===== src/rtl/bram_stream_reader_pkg.sv =====
// Shared types and constants for the BRAM stream reader and its output FIFO.
// Loop mode is enabled by defining BRAM_READER_LOOP_EN.
package bram_stream_reader_pkg;

    typedef enum logic [1:0] {
        IDLE,
        RUN,
        DRAIN
    } reader_state_t;

    localparam int READER_FIFO_DEPTH = 4;
    localparam int BRAM_READ_LATENCY = 1;
    localparam int FIFO_PTR_BITS     = $clog2(READER_FIFO_DEPTH);
    localparam int INFLIGHT_BITS     = $clog2(BRAM_READ_LATENCY + 2);

endpackage


===== src/rtl/bram_stream_reader_stream_fifo.sv =====
// Small output FIFO holding {last, data}; synchronous flush empties it in one cycle.
module stream_fifo
    import bram_stream_reader_pkg::*;
#(
    parameter int WIDTH = 9
) (
    input  logic                   clock_i,
    input  logic                   reset_i,
    input  logic                   flush_i,
    input  logic                   push_i,
    input  logic [WIDTH-1:0]       push_data_i,
    input  logic                   pop_i,
    output logic [WIDTH-1:0]       pop_data_o,
    output logic [FIFO_PTR_BITS:0] fill_o,
    output logic                   empty_o
);

    logic [WIDTH-1:0]         mem_q [READER_FIFO_DEPTH];
    logic [FIFO_PTR_BITS-1:0] wr_ptr_q;
    logic [FIFO_PTR_BITS-1:0] rd_ptr_q;
    logic [FIFO_PTR_BITS:0]   fill_q;
    logic                     do_pop;

    assign do_pop     = pop_i && (fill_q != '0);
    assign pop_data_o = mem_q[rd_ptr_q];
    assign fill_o     = fill_q;
    assign empty_o    = (fill_q == '0);

    // NOTE: sequential state uses non-blocking assignments so every register samples pre-edge values.
    always_ff @(posedge clock_i) begin
        if (reset_i || flush_i) begin
            wr_ptr_q <= '0;
            rd_ptr_q <= '0;
            fill_q   <= '0;
        end else begin
            if (push_i) wr_ptr_q <= wr_ptr_q + 1'b1;
            if (do_pop) rd_ptr_q <= rd_ptr_q + 1'b1;
            if (push_i && !do_pop)      fill_q <= fill_q + 1'b1;
            else if (!push_i && do_pop) fill_q <= fill_q - 1'b1;
        end
    end

    // NOTE: storage is not reset; the pointers and fill count alone define which entries are valid.
    always_ff @(posedge clock_i) begin
        if (push_i) mem_q[wr_ptr_q] <= push_data_i;
    end

endmodule


===== src/rtl/bram_stream_reader.sv =====
// Scans an address range of a single-port BRAM and streams the words out with a last marker.
// Defining BRAM_READER_LOOP_EN adds the loop input for continuous multi-pass reading.
module bram_stream_reader
    import bram_stream_reader_pkg::*;
#(
    parameter int RAM_WIDTH     = 8,
    parameter int RAM_ADDR_BITS = 8
) (
    input  logic                     clock,
    input  logic                     reset,
    input  logic                     start,
    input  logic                     abort,
    input  logic [RAM_ADDR_BITS-1:0] base_addr,
    input  logic [RAM_ADDR_BITS:0]   length,
`ifdef BRAM_READER_LOOP_EN
    input  logic                     loop,
`endif
    output logic                     busy,
    output logic                     done,
    output logic                     ram_enable,
    output logic                     write_enable,
    output logic [RAM_ADDR_BITS-1:0] address,
    input  logic [RAM_WIDTH-1:0]     output_data,
    output logic                     out_valid,
    input  logic                     out_ready,
    output logic [RAM_WIDTH-1:0]     out_data,
    output logic                     out_last
);

    reader_state_t              state_q, state_d;
    logic [RAM_ADDR_BITS-1:0]   base_q;
    logic [RAM_ADDR_BITS:0]     len_q;
    logic [RAM_ADDR_BITS:0]     cnt_q, cnt_d;
    logic [INFLIGHT_BITS-1:0]   inflight_q;
    logic                       pend_last_q;
    logic                       done_q, done_d;
    logic                       loop_q;

    logic                       accept, flush, issue, last_issue, capture, pop, room, drain_clear;
    logic [FIFO_PTR_BITS:0]     fifo_fill;
    logic [FIFO_PTR_BITS+1:0]   occupancy;
    logic                       fifo_empty;
    logic [RAM_WIDTH:0]         fifo_rd_data;

    assign accept     = (state_q == IDLE) && start && !abort;
    assign flush      = (state_q != IDLE) && abort;
    assign capture    = (inflight_q != '0);
    assign last_issue = (cnt_q == len_q - 1'b1);
    assign pop        = out_valid && out_ready;

    // Words already issued but not yet captured still need a FIFO slot when they land.
    assign occupancy   = {1'b0, fifo_fill} + (FIFO_PTR_BITS + 2)'(inflight_q);
    assign room        = occupancy < (FIFO_PTR_BITS + 2)'(READER_FIFO_DEPTH);
    assign drain_clear = (inflight_q == '0) &&
                         (fifo_empty || (fifo_fill == (FIFO_PTR_BITS + 1)'(1) && pop));

    always_ff @(posedge clock) begin
        if (reset) begin
            state_q     <= IDLE;
            base_q      <= '0;
            len_q       <= '0;
            cnt_q       <= '0;
            inflight_q  <= '0;
            pend_last_q <= 1'b0;
            done_q      <= 1'b0;
        end else begin
            state_q <= state_d;
            cnt_q   <= cnt_d;
            done_q  <= done_d;
            if (accept) begin
                base_q <= base_addr;
                len_q  <= length;
            end
            if (flush)                  inflight_q <= '0;
            else if (issue && !capture) inflight_q <= inflight_q + 1'b1;
            else if (!issue && capture) inflight_q <= inflight_q - 1'b1;
            if (issue) pend_last_q <= last_issue;
        end
    end

`ifdef BRAM_READER_LOOP_EN
    always_ff @(posedge clock) begin
        if (reset)       loop_q <= 1'b0;
        else if (accept) loop_q <= loop;
    end
`else
    assign loop_q = 1'b0;
`endif

    always_comb begin
        // NOTE: default first so every path assigns state_d and no latch is inferred.
        state_d = state_q;
        unique case (state_q)
            IDLE:    if (accept) state_d = (length == '0) ? DRAIN : RUN;
            RUN: begin
                if (abort)                                  state_d = IDLE;
                else if (issue && last_issue && !loop_q)    state_d = DRAIN;
            end
            DRAIN: begin
                if (abort)                                  state_d = IDLE;
                else if (drain_clear && !loop_q)            state_d = IDLE;
            end
            default:                                        state_d = IDLE;
        endcase
    end

    always_comb begin
        issue  = (state_q == RUN) && !abort && room;
        busy   = (state_q != IDLE);
        done_d = (state_q == DRAIN) && !abort && drain_clear && !loop_q;
        cnt_d  = cnt_q;
        if (accept)     cnt_d = '0;
        else if (issue) cnt_d = last_issue ? '0 : cnt_q + 1'b1;
    end

    stream_fifo #(
        .WIDTH(RAM_WIDTH + 1)
    ) u_fifo (
        .clock_i     (clock),
        .reset_i     (reset),
        .flush_i     (flush),
        .push_i      (capture && !flush),
        .push_data_i ({pend_last_q, output_data}),
        .pop_i       (pop),
        .pop_data_o  (fifo_rd_data),
        .fill_o      (fifo_fill),
        .empty_o     (fifo_empty)
    );

    assign ram_enable   = issue;
    assign write_enable = 1'b0;
    assign address      = base_q + cnt_q[RAM_ADDR_BITS-1:0];
    assign done         = done_q;
    assign out_valid    = !fifo_empty;
    assign out_data     = out_valid ? fifo_rd_data[RAM_WIDTH-1:0] : '0;
    assign out_last     = out_valid && fifo_rd_data[RAM_WIDTH];

endmodule


===== config.mk =====
export PLATFORM = sky130hd
export DESIGN_NAME = bram_stream_reader
export DESIGN_NICKNAME = d
export VERILOG_FILES = /design/src/rtl/bram_stream_reader_pkg.sv /design/src/rtl/bram_stream_reader_stream_fifo.sv /design/src/rtl/bram_stream_reader.sv
export SDC_FILE = /design/constraint.sdc
export NUM_CORES = 1
export LEC_CHECK = 0
export ABC_AREA = 1
export CAP_MARGIN = 20
export CELL_PAD_IN_SITES_DETAIL_PLACEMENT = 1
export CELL_PAD_IN_SITES_GLOBAL_PLACEMENT = 1
export CORE_ASPECT_RATIO = 2
export CORE_MARGIN = 2
export CORE_UTILIZATION = 45
export CTS_CLUSTER_DIAMETER = 60
export CTS_CLUSTER_SIZE = 10
export DETAILED_ROUTE_END_ITERATION = 10
export GPL_TIMING_DRIVEN = 0
export PLACE_DENSITY = 0.84
export SLEW_MARGIN = 5
export SYNTH_ARGS = -nofsm -noshare
export SYNTH_HDL_FRONTEND = slang
export SYNTH_HIERARCHICAL = 1
export SYNTH_SLANG_ARGS = --single-unit

===== constraint.sdc =====
create_clock -name clock -period 3 [get_ports clock]
set_input_delay 0.6 -clock clock [delete_from_list [all_inputs] [get_ports clock]]
set_output_delay 0.6 -clock clock [all_outputs]
set_load 0.005 [all_outputs]

# Yosys cells after proc, flatten, opt, wreduce, memory -nomap -nowiden
# Memories as Yosys holds them, arrays and structs flattened. A register that Yosys moved wholly into a read port is not among the register bits.
# Index checks and enable logic that the tools add are counted.
[classes] n_addsub=10 order_cmp=1 eq_ne=7 muxes=17 n_reduce_logical=39
[op_table] op="2-to-1 mux 2 bit" n=10
[op_table] op="logical AND 1 bit" n=18
[op_table] op="adder 9 x 1 -> 9 bit (second input constant)" n=1
[op_table] op="equality test 9 bit" n=1
[op_table] op="logical NOT 9 bit" n=1
[op_table] op="2-to-1 mux 9 bit" n=1
[op_table] op="subtractor 9 x 1 -> 9 bit (second input constant)" n=1
[op_table] op="adder 8 bit" n=1
[op_table] op="2-to-1 mux 8 bit" n=1
[op_table] op="nonzero test 2 bit" n=4
[op_table] op="logical NOT 1 bit" n=7
[op_table] op="adder 2 x 1 -> 2 bit (second input constant)" n=3
[op_table] op="2-to-1 mux 3 bit" n=2
[op_table] op="!= test 3 bit (second input constant)" n=2
[op_table] op="case mux 2 bit (3 select lines)" n=1
[op_table] op="adder 3 x 2 -> 4 bit" n=1
[op_table] op="logical NOT 2 bit" n=2
[op_table] op="less-than comparator 4 x 3 -> 1 bit (second input constant)" n=1
[op_table] op="OR reduction 2 bit" n=2
[op_table] op="adder 3 x 1 -> 3 bit (second input constant)" n=1
[op_table] op="equality test 3 x 1 -> 1 bit (second input constant)" n=1
[op_table] op="logical NOT 3 bit" n=1
[op_table] op="AND reduction 3 bit" n=1
[op_table] op="nonzero test 3 bit" n=1
[op_table] op="7 further kinds" n=9
[totals] reg_bits=39 ram_bits=36 in_bits=30 output_inout_bits=22 wordCells=85 n_memories=1
[mem_list] name="u_fifo.mem_q" words=4 word_bits=9 read_ports=1 rd_clocked_by_memory_dff=1 wr=1 line="bram_stream_reader_stream_fifo.sv:18" text="logic [WIDTH-1:0] mem_q [READER_FIFO_DEPTH];"

# Longest topological paths before layout
[depth] depth_word=9 depth_mapped=15 depth_no_buf=15

# Hierarchy
# Netlist, hierarchy kept.
[modules_own_cells] mod="bram_stream_reader" instances=1 cells_each=334 area_per_inst_um2=2227.1 seq_area_each_um2=640.6
[modules_own_cells] mod="stream_fifo" instances=1 cells_each=150 area_per_inst_um2=1906.8 seq_area_each_um2=1261.2

# Worst setup path after synthesis
# No wires, ideal clock.
[synth_timing] path_type="flip-flop to output port" startpoint="register cnt_q[0]" endpoint="output port address[6]" arrival_ns=1.665 required_ns=2.400 slack_ns=0.735 path_stages_with_launch=8 n_path_buf=0 path_cell_list="dfxtp_1 ha_1 inv_1 fa_1 o21ai_0 a21oi_1 o21ai_0 xor2_1"
[synth_between] elab_chain_len=1
[synth_rtl] element="start, declared" line="bram_stream_reader.sv:33" text="logic [RAM_ADDR_BITS:0] cnt_q, cnt_d;"
[synth_rtl] element="start signal, assigned" line="bram_stream_reader.sv:68" text="cnt_q <= cnt_d;"
[synth_rtl] element="adder 8 bit" line="bram_stream_reader.sv:132" text="assign address = base_q + cnt_q[RAM_ADDR_BITS-1:0];"
[synth_rtl] element="end, declared" line="bram_stream_reader.sv:22" text="output logic [RAM_ADDR_BITS-1:0] address,"
# Every way passes these cells.

# Final worst setup path
[layout_timing] startpoint="register base_q[2]" endpoint="output port address[5]"
[layout_between] elab_chain_len=1
[layout_rtl] element="start, declared" line="bram_stream_reader.sv:31" text="logic [RAM_ADDR_BITS-1:0] base_q;"
[layout_rtl] element="start signal, assigned" line="bram_stream_reader.sv:71" text="base_q <= base_addr;"
[layout_rtl] element="adder 8 bit" line="bram_stream_reader.sv:132"
# Every way passes these cells.

==> impl_metrics.prom <==
# TYPE chip_impl_metric gauge
chip_impl_metric{name="detailroute.via_count",unit=""} 3532
chip_impl_metric{name="final_layout_size_suffix_gt1_frac",unit=""} 0.1495
chip_impl_metric{name="antenna_left",unit=""} 0
chip_impl_metric{name="finalSetupViolCount",unit=""} 0
chip_impl_metric{name="finish.instance_area",unit="um2"} 5182
chip_impl_metric{name="port-buffer-count",unit=""} 50
chip_impl_metric{name="final_net_count",unit=""} 598
chip_impl_metric{name="tritoncts_num_sinks",unit=""} 77
chip_impl_metric{name="yosysWarningCount",unit=""} 6
chip_impl_metric{name="viasPerCell",unit=""} 5.376
chip_impl_metric{name="cp_max_fo",unit=""} 4
chip_impl_info{name="biggest_area_contributors_in_the_synthesized_netlist",value="sky130_fd_sc_hd__edfxtp_1 26%, sky130_fd_sc_hd__dfxtp_1 20%, sky130_fd_sc_hd__nand2_1 6.8%, sky130_fd_sc_hd__nor2_1 6.7%, sky130_fd_sc_hd__o21ai_0 5.1%"} 1
chip_impl_info{name="synth_top_area_cell",value="sky130_fd_sc_hd__edfxtp_1"} 1
chip_impl_metric{name="core_util_final",unit=""} 0.5790
chip_impl_metric{name="routed_wirelength",unit="um"} 11320
chip_impl_metric{name="timing.critical_path.arrival",unit="ns"} 2.15
chip_impl_metric{name="detail_route.wl_per_cell",unit="um"} 17.23
chip_impl_metric{name="post_synth_instance_area",unit="um2"} 4134
chip_impl_metric{name="syn_inst",unit=""} 484
chip_impl_metric{name="ffs_latches_synth",unit=""} 77
chip_impl_info{name="most_common_library_cell_in_the_layout_ignoring_fill_and_taps",value="sky130_fd_sc_hd__nand2_1"} 1
chip_impl_info{name="crit_type",value="reg -> out"} 1
chip_impl_metric{name="synth.yosys.seq_area_share",unit=""} 0.4600
chip_impl_metric{name="cts_buffers",unit=""} 9
chip_impl_metric{name="die_height",unit="um"} 139.5
chip_impl_metric{name="core",unit="um2"} 8951
chip_impl_metric{name="synth_edf_count",unit=""} 36
chip_impl_metric{name="post_cts_hold_buffer_count",unit=""} 0
chip_impl_metric{name="netlist.area_leader.share",unit=""} 0.2615
chip_impl_info{name="setup_repair_after_global_routing_missed_its_margin",value="false"} 1
chip_impl_metric{name="synthArstFlopShare",unit=""} 0
chip_impl_metric{name="cp_data_required_time",unit="ns"} 2.40
chip_impl_metric{name="grt_first_pass_wirelength",unit="um"} 18700
chip_impl_metric{name="finalWeightedCongestion",unit=""} 0.7682
chip_impl_metric{name="drv.max_cap_violation_count",unit=""} 0
chip_impl_metric{name="via_count_of_the_first_global_routing_pass",unit=""} 3891
chip_impl_info{name="cp-start-kind",value="flip-flop"} 1
chip_impl_metric{name="clock_skew",unit="ns"} 0.004374
chip_impl_metric{name="met3_usage",unit=""} 0.04345
chip_impl_metric{name="vdd_ir_drop_max",unit="mV"} 0.3443
chip_impl_metric{name="synth.net_count",unit=""} 532
chip_impl_metric{name="min_period_over_period",unit=""} 0.9176
chip_impl_metric{name="initial_utilization",unit=""} 0.4618
chip_impl_info{name="cts_tree",value="done"} 1
chip_impl_metric{name="grtUsageMet2",unit=""} 0.4990
chip_impl_metric{name="post-dp-hpwl",unit="um"} 8767
chip_impl_metric{name="maxClockFrequency",unit="MHz"} 363.3
chip_impl_info{name="grt_peak_use_layer",value="met2"} 1
chip_impl_info{name="worst_path_max_delay_cell",value="sky130_fd_sc_hd__dfxtp_2"} 1
chip_impl_metric{name="relSlewSlack",unit=""} 0.6155
chip_impl_metric{name="cell_rows",unit=""} 49
chip_impl_info{name="layout.cells.most_common_list",value="75 x sky130_fd_sc_hd__nand2_1, 74 x sky130_fd_sc_hd__nor2_1, 55 x sky130_fd_sc_hd__inv_1"} 1
chip_impl_metric{name="io-pin-count",unit=""} 52
chip_impl_metric{name="cts.clk_slew.worst_paths",unit="ns"} 0.06
chip_impl_metric{name="gr-usage-all-layers",unit=""} 0.2436
chip_impl_metric{name="drtPass1Iterations",unit=""} 4
chip_impl_metric{name="largest_net_degree_at_the_start_of_global_routing",unit=""} 14
chip_impl_metric{name="static_leakage_power",unit="nW"} 2.219
chip_impl_metric{name="cts.htree.levels",unit=""} 3
chip_impl_info{name="status",value="complete, no violations"} 1
chip_impl_metric{name="period_minus_slack",unit="ns"} 2.753
chip_impl_metric{name="initialDrtViolationCount",unit=""} 142
chip_impl_metric{name="p_total",unit="mW"} 3.881
chip_impl_info{name="root_buffer",value="sky130_fd_sc_hd__clkbuf_16"} 1
chip_impl_metric{name="clk_path_buf_depth",unit=""} 2
chip_impl_metric{name="hold_violations",unit=""} 0
chip_impl_metric{name="timing.final.max_slew_violations",unit=""} 0
chip_impl_metric{name="tightest_slew",unit="ns"} 0.5767
chip_impl_info{name="holdCritPathClass",value="reg -> reg"} 1
chip_impl_metric{name="globalRouteMet1Util",unit=""} 0.2136
chip_impl_metric{name="overflow",unit=""} 0
chip_impl_metric{name="power-per-cell-area",unit="nW/um2"} 749.0
chip_impl_metric{name="synthDistinctLibCells",unit=""} 44
chip_impl_metric{name="die_area",unit="um2"} 10020
chip_impl_metric{name="grt_antenna_before_repair",unit=""} 0
chip_impl_info{name="synth_ff_type",value="sky130_fd_sc_hd__dfxtp_1"} 1
chip_impl_metric{name="insertedDiodeCount",unit=""} 0
chip_impl_metric{name="postSynthAreaPerCell",unit="um2"} 8.541
chip_impl_info{name="series_of_cell_instances_along_the_critical_path",value="ha_4 > a21oi_2 > nand2_1 > a21o_1 > a21oi_2 > buf_4 > buf_4 > xor2_1 > dlygate4sd2_1"} 1
chip_impl_metric{name="postPlaceCellArea",unit="um2"} 4762
chip_impl_metric{name="die_w",unit="um"} 71.78
chip_impl_metric{name="skew_pair_late_insertion_delay",unit="ns"} 0.34
chip_impl_metric{name="drcViolationCount",unit=""} 0
chip_impl_info{name="critical_path.endpoint_type",value="output port"} 1
chip_impl_metric{name="flow.area_growth_from_synthesis",unit="%"} 25.36
chip_impl_metric{name="max_stage_delay",unit="ns"} 0.34
layout make-up:
| class | count | area, um2 |
|---|---|---|
| Multi-Input combinational cell | 329 | 1924 |
| Tap cell | 102 | 127.6 |
| Fill cell | 1051 | 3769 |
| Clock inverter | 7 | 113.9 |
| Clock buffer | 9 | 225.2 |
| Inverter | 66 | 255.2 |
| Sequential cell | 77 | 1912 |
| Buffer | 12 | 86.33 |
| Timing Repair Buffer | 55 | 538.0 |
cell usage after synthesis, types with 3 or more instances:
| cell | count |
|---|---|
| sky130_fd_sc_hd__o21ai_1 | 3 |
| sky130_fd_sc_hd__nor2_2 | 13 |
| sky130_fd_sc_hd__xor2_1 | 15 |
| sky130_fd_sc_hd__nand3_1 | 20 |
| sky130_fd_sc_hd__clkbuf_1 | 5 |
| sky130_fd_sc_hd__ha_1 | 16 |
| sky130_fd_sc_hd__nand3_2 | 3 |
| sky130_fd_sc_hd__nor2_1 | 74 |
| sky130_fd_sc_hd__nand2_2 | 3 |
| sky130_fd_sc_hd__nand3b_1 | 4 |
| sky130_fd_sc_hd__o21ai_0 | 42 |
| sky130_fd_sc_hd__edfxtp_1 | 36 |
| sky130_fd_sc_hd__nor3_1 | 3 |
| sky130_fd_sc_hd__dfxtp_1 | 41 |
| sky130_fd_sc_hd__o22ai_2 | 9 |
| sky130_fd_sc_hd__nand2_1 | 75 |
| sky130_fd_sc_hd__xnor2_1 | 6 |
| sky130_fd_sc_hd__inv_1 | 55 |
| sky130_fd_sc_hd__a21oi_1 | 21 |
| sky130_fd_sc_hd__inv_2 | 8 |
metrics by stage:
stage | cells | setup slack, ns | setup TNS [ns] | hold slack [ns]
after floorplan | 484 | 0.7354 | 0 | 0.4605
after global placement | 636 | -0.1139 | -0.1139 | 0.4765
after detailed placement | 636 | -0.1291 | -0.1291 | 0.4876
after CTS | 653 | 0.01421 | 0 | 0.4982
after global routing | 657 | 0.1166 | 0 | 0.5224
final | 657 | 0.2471 | 0 | 0.4918
kinds of logic after synthesis:
group | share of synthesized area
other | 0.0009071
adder cells (fa/ha/maj) | 0.05811
buffers and inverters | 0.08263
flip-flops | 0.4600
AO/OA/AOI/OAI | 0.1238
AND/OR/NAND/NOR | 0.2300
XOR/XNOR | 0.04449
critical path, delay by kind of cell, from the launching register on:
family,cells,cell delay (ns)
buffers and inverters,3,0.47
adder cells (fa/ha/maj),1,0.26
AO/OA/AOI/OAI,3,0.53
AND/OR/NAND/NOR,1,0.08
flip-flops,1,0.34
XOR/XNOR,1,0.14
where the power goes:
group / internal, mW / total [mW] / switching (mW) / leakage [nW]
registers: 1.26 / 1.36 / 0.0938 / 0.669
clock network: 0.808 / 1.23 / 0.426 / 0.165
logic: 0.549 / 1.29 / 0.743 / 1.38
total: 2.62 / 3.88 / 1.26 / 2.22
flip-flops by register name, indices dropped and copies added, names as in the netlist, 3 cells and up, named ones only:
register / count
cnt_q: 9
u_fifo/fill_o: 3
len_q: 9
base_q: 8
u_fifo/mem_q: 36
worst paths after layout:
| check | from | endpoint | slack [ns] | cells after the start |
|---|---|---|---|---|
| worst max-delay path | base_q[2]$_SDFFE_PP0P_ | address[5] | 0.25 | 9 |
| worst min-delay path | base_q[6]$_SDFFE_PP0P_ | base_q[6]$_SDFFE_PP0P_ | 0.49 | 2 |
| worst max register to register | u_fifo/fill_o[1]$_SDFFE_PP0P_ | u_fifo/fill_o[2]$_SDFFE_PP0P_ | 0.43 | 15 |
| worst min register to register | base_q[6]$_SDFFE_PP0P_ | base_q[6]$_SDFFE_PP0P_ | 0.49 | 2 |
layer usage:
metal | vias to the layer above | part of all wire
met2 | 63 | 0.62
met5 | - | 0
met4 | 0 | 0.030
met1 | 1735 | 0.32
li1 | 1711 | -
met3 | 23 | 0.024
what timing repair did:
item	CTS	global route
resized for setup	15	3
buffers inserted	1	4
cloned	0	0
endpoints found under the setup margin	4	1
pin swaps	2	3
(Power assumes the default switching activity.)
==> RTL edit: new RTL, same settings <==
Re-encode `reader_state_t` (3 states) as one-hot, 3 bits wide.
--- a/src/rtl/bram_stream_reader_pkg.sv
+++ b/src/rtl/bram_stream_reader_pkg.sv
@@ -2,10 +2,10 @@
 // Loop mode is enabled by defining BRAM_READER_LOOP_EN.
 package bram_stream_reader_pkg;
 
-    typedef enum logic [1:0] {
-        IDLE,
-        RUN,
-        DRAIN
+    typedef enum logic [2:0] {
+        IDLE  = 3'b001,
+        RUN   = 3'b010,
+        DRAIN = 3'b100
     } reader_state_t;
 
     localparam int READER_FIFO_DEPTH = 4;
Function: same outputs for any inputs over 4 cycles, from zero or initial values and one cycle with reset high; so few cycles prove little.
==> RTL edit against the original RTL <==
Die area down 1.9%; area after synthesis down 1.9%; design area down 2.6%; routed wire length down 1.3%; sequential cell count up 1; non-clock buffer count down 6; hold slack better by 0.010 ns; power up 8.4%; count of clock-buffer cells in the layout unchanged; worst setup slack worse by 0.15 ns; critical path type unchanged; highest routed layer unchanged.
==> RTL edit: results <==
[critical_path]
crit_family = "buffers and inverters"
crit_fanout = 5
cpPeakStageDelay_ns = 0.52
slowest_stage = "clkdlybuf4s50_1"
crit_arrival_ns = 2.30

[detailed_routing]
drtIter0Drc = 166
vias = 3428
routed_via_density = 5.35

[cells_and_area]
final_util = 0.568
layout.nets = 582
nFillCells = 1057
drive_gt1_frac = 0.141

[pwr]
peakVddDrop_mv = 0.466
leakage_nw = 2.13
swShare = 0.359

[floorplanning]
dieArea_um2 = 9830

[clock_network]
cts_buffers = 9

[timing]
timing_hold_violations_final = 0
relSlewSlack = 0.635
finalClockSkew_ns = 0.00606

[placed_design]
dpl_worst_slack_ns = 0.0948
hpwl_um = 8250
place_congestion = 0.813
dp.cells = 624
place_area_um2 = 4680

[global_routing]
grt_pass1_wl_um = 17800
grt_use_total = 0.236
grt_pass1_vias = 3706

[synth]
synthDistinctLibCells = 37
syn_nets = 520
syn-instance-count = 472
synth_top_cells_by_area = "edfxtp_1 (27%), dfxtp_1 (21%), nand2_1 (7.0%), nor2_1 (6.9%), inv_1 (5.7%)"
synthTopCellsByCount = "nand2_1 (76), nor2_1 (75), inv_1 (62), dfxtp_1 (42), o21ai_0 (39)"
synth_ff_type = "dfxtp_1"
synth_seq_area_share = 0.474

[status]
status = "finished, final reports clean"
RTL edit: cell count changes in the layout (fill, tap and decap cells not counted), sizes merged, moves of 3 or more:
cell / unedited run / this run
o21ai: 47 / 42
inv: 64 / 68
nand3: 25 / 21
nand3b: 4 / 0
buf: 11 / 8
clkbuf: 15 / 12
xnor2: 6 / 3
RTL edit: cell families after synthesis:
group                    count (synthesis)  synth area share
AND/OR/NAND/NOR                        200             0.222
buffers and inverters                   77            0.0827
flip-flops                              78             0.474
AO/OA/AOI/OAI                           78             0.118
adder cells (fa/ha/maj)                 18            0.0593
other                                    1          0.000925
XOR/XNOR                                20            0.0432
RTL edit: area by class of cell:
class,count,area share
clock inverter,7,0.0191
timing repair buffer,51,0.101
tap,102,0.0253
inverter,67,0.0513
clock buffer,9,0.0446
multi-input combinational,317,0.360
buffer,10,0.0151
sequential,78,0.383
RTL edit: worst paths after layout:
check	from	endpoint	slack, ns
setup / recovery	cnt_q[2]$_SDFFE_PP0P_	address[5]	0.1
hold / removal	len_q[1]$_SDFFE_PP0P_	len_q[1]$_SDFFE_PP0P_	0.50
setup reg to reg	u_fifo/fill_o[1]$_SDFFE_PP0P_	u_fifo/fill_o[2]$_SDFFE_PP0P_	0.36
hold reg to reg	len_q[1]$_SDFFE_PP0P_	len_q[1]$_SDFFE_PP0P_	0.50
RTL edit: timing repair:
action	in CTS	in global routing
endpoints found under the setup margin	3	2
pin swaps	1	3
buffers inserted	0	1
gates resized for setup	9	4
RTL edit: worst register-to-register path, delay by kind of cell (launching register included):
| family | cells | cell delay, ns |
|---|---|---|
| DFF | 1 | 0.38 |
| adders and majority gates | 2 | 0.58 |
| and+or+nand+nor | 9 | 0.89 |
| buffers and inverters | 4 | 0.69 |
RTL edit: power by group through the flow:
stage / clock [mW] / sequential, mW / combinational (mW)
after floorplan: 0 / 1.40 / 0.997
after global placement: 0 / 1.42 / 1.50
after detailed placement: 0 / 1.44 / 1.59
after CTS: 1.20 / 1.42 / 1.62
after global routing: 1.23 / 1.44 / 1.79
final: 1.18 / 1.42 / 1.60
RTL edit: routing by layer:
layer  vias to the layer above  track usage  share of wire
met4                         0        0.133          0.042
met1                      1660        0.217           0.33
met3                        29       0.0357          0.027
li1                       1654            -              -
met5                         -            0              0
met2                        85        0.462           0.60
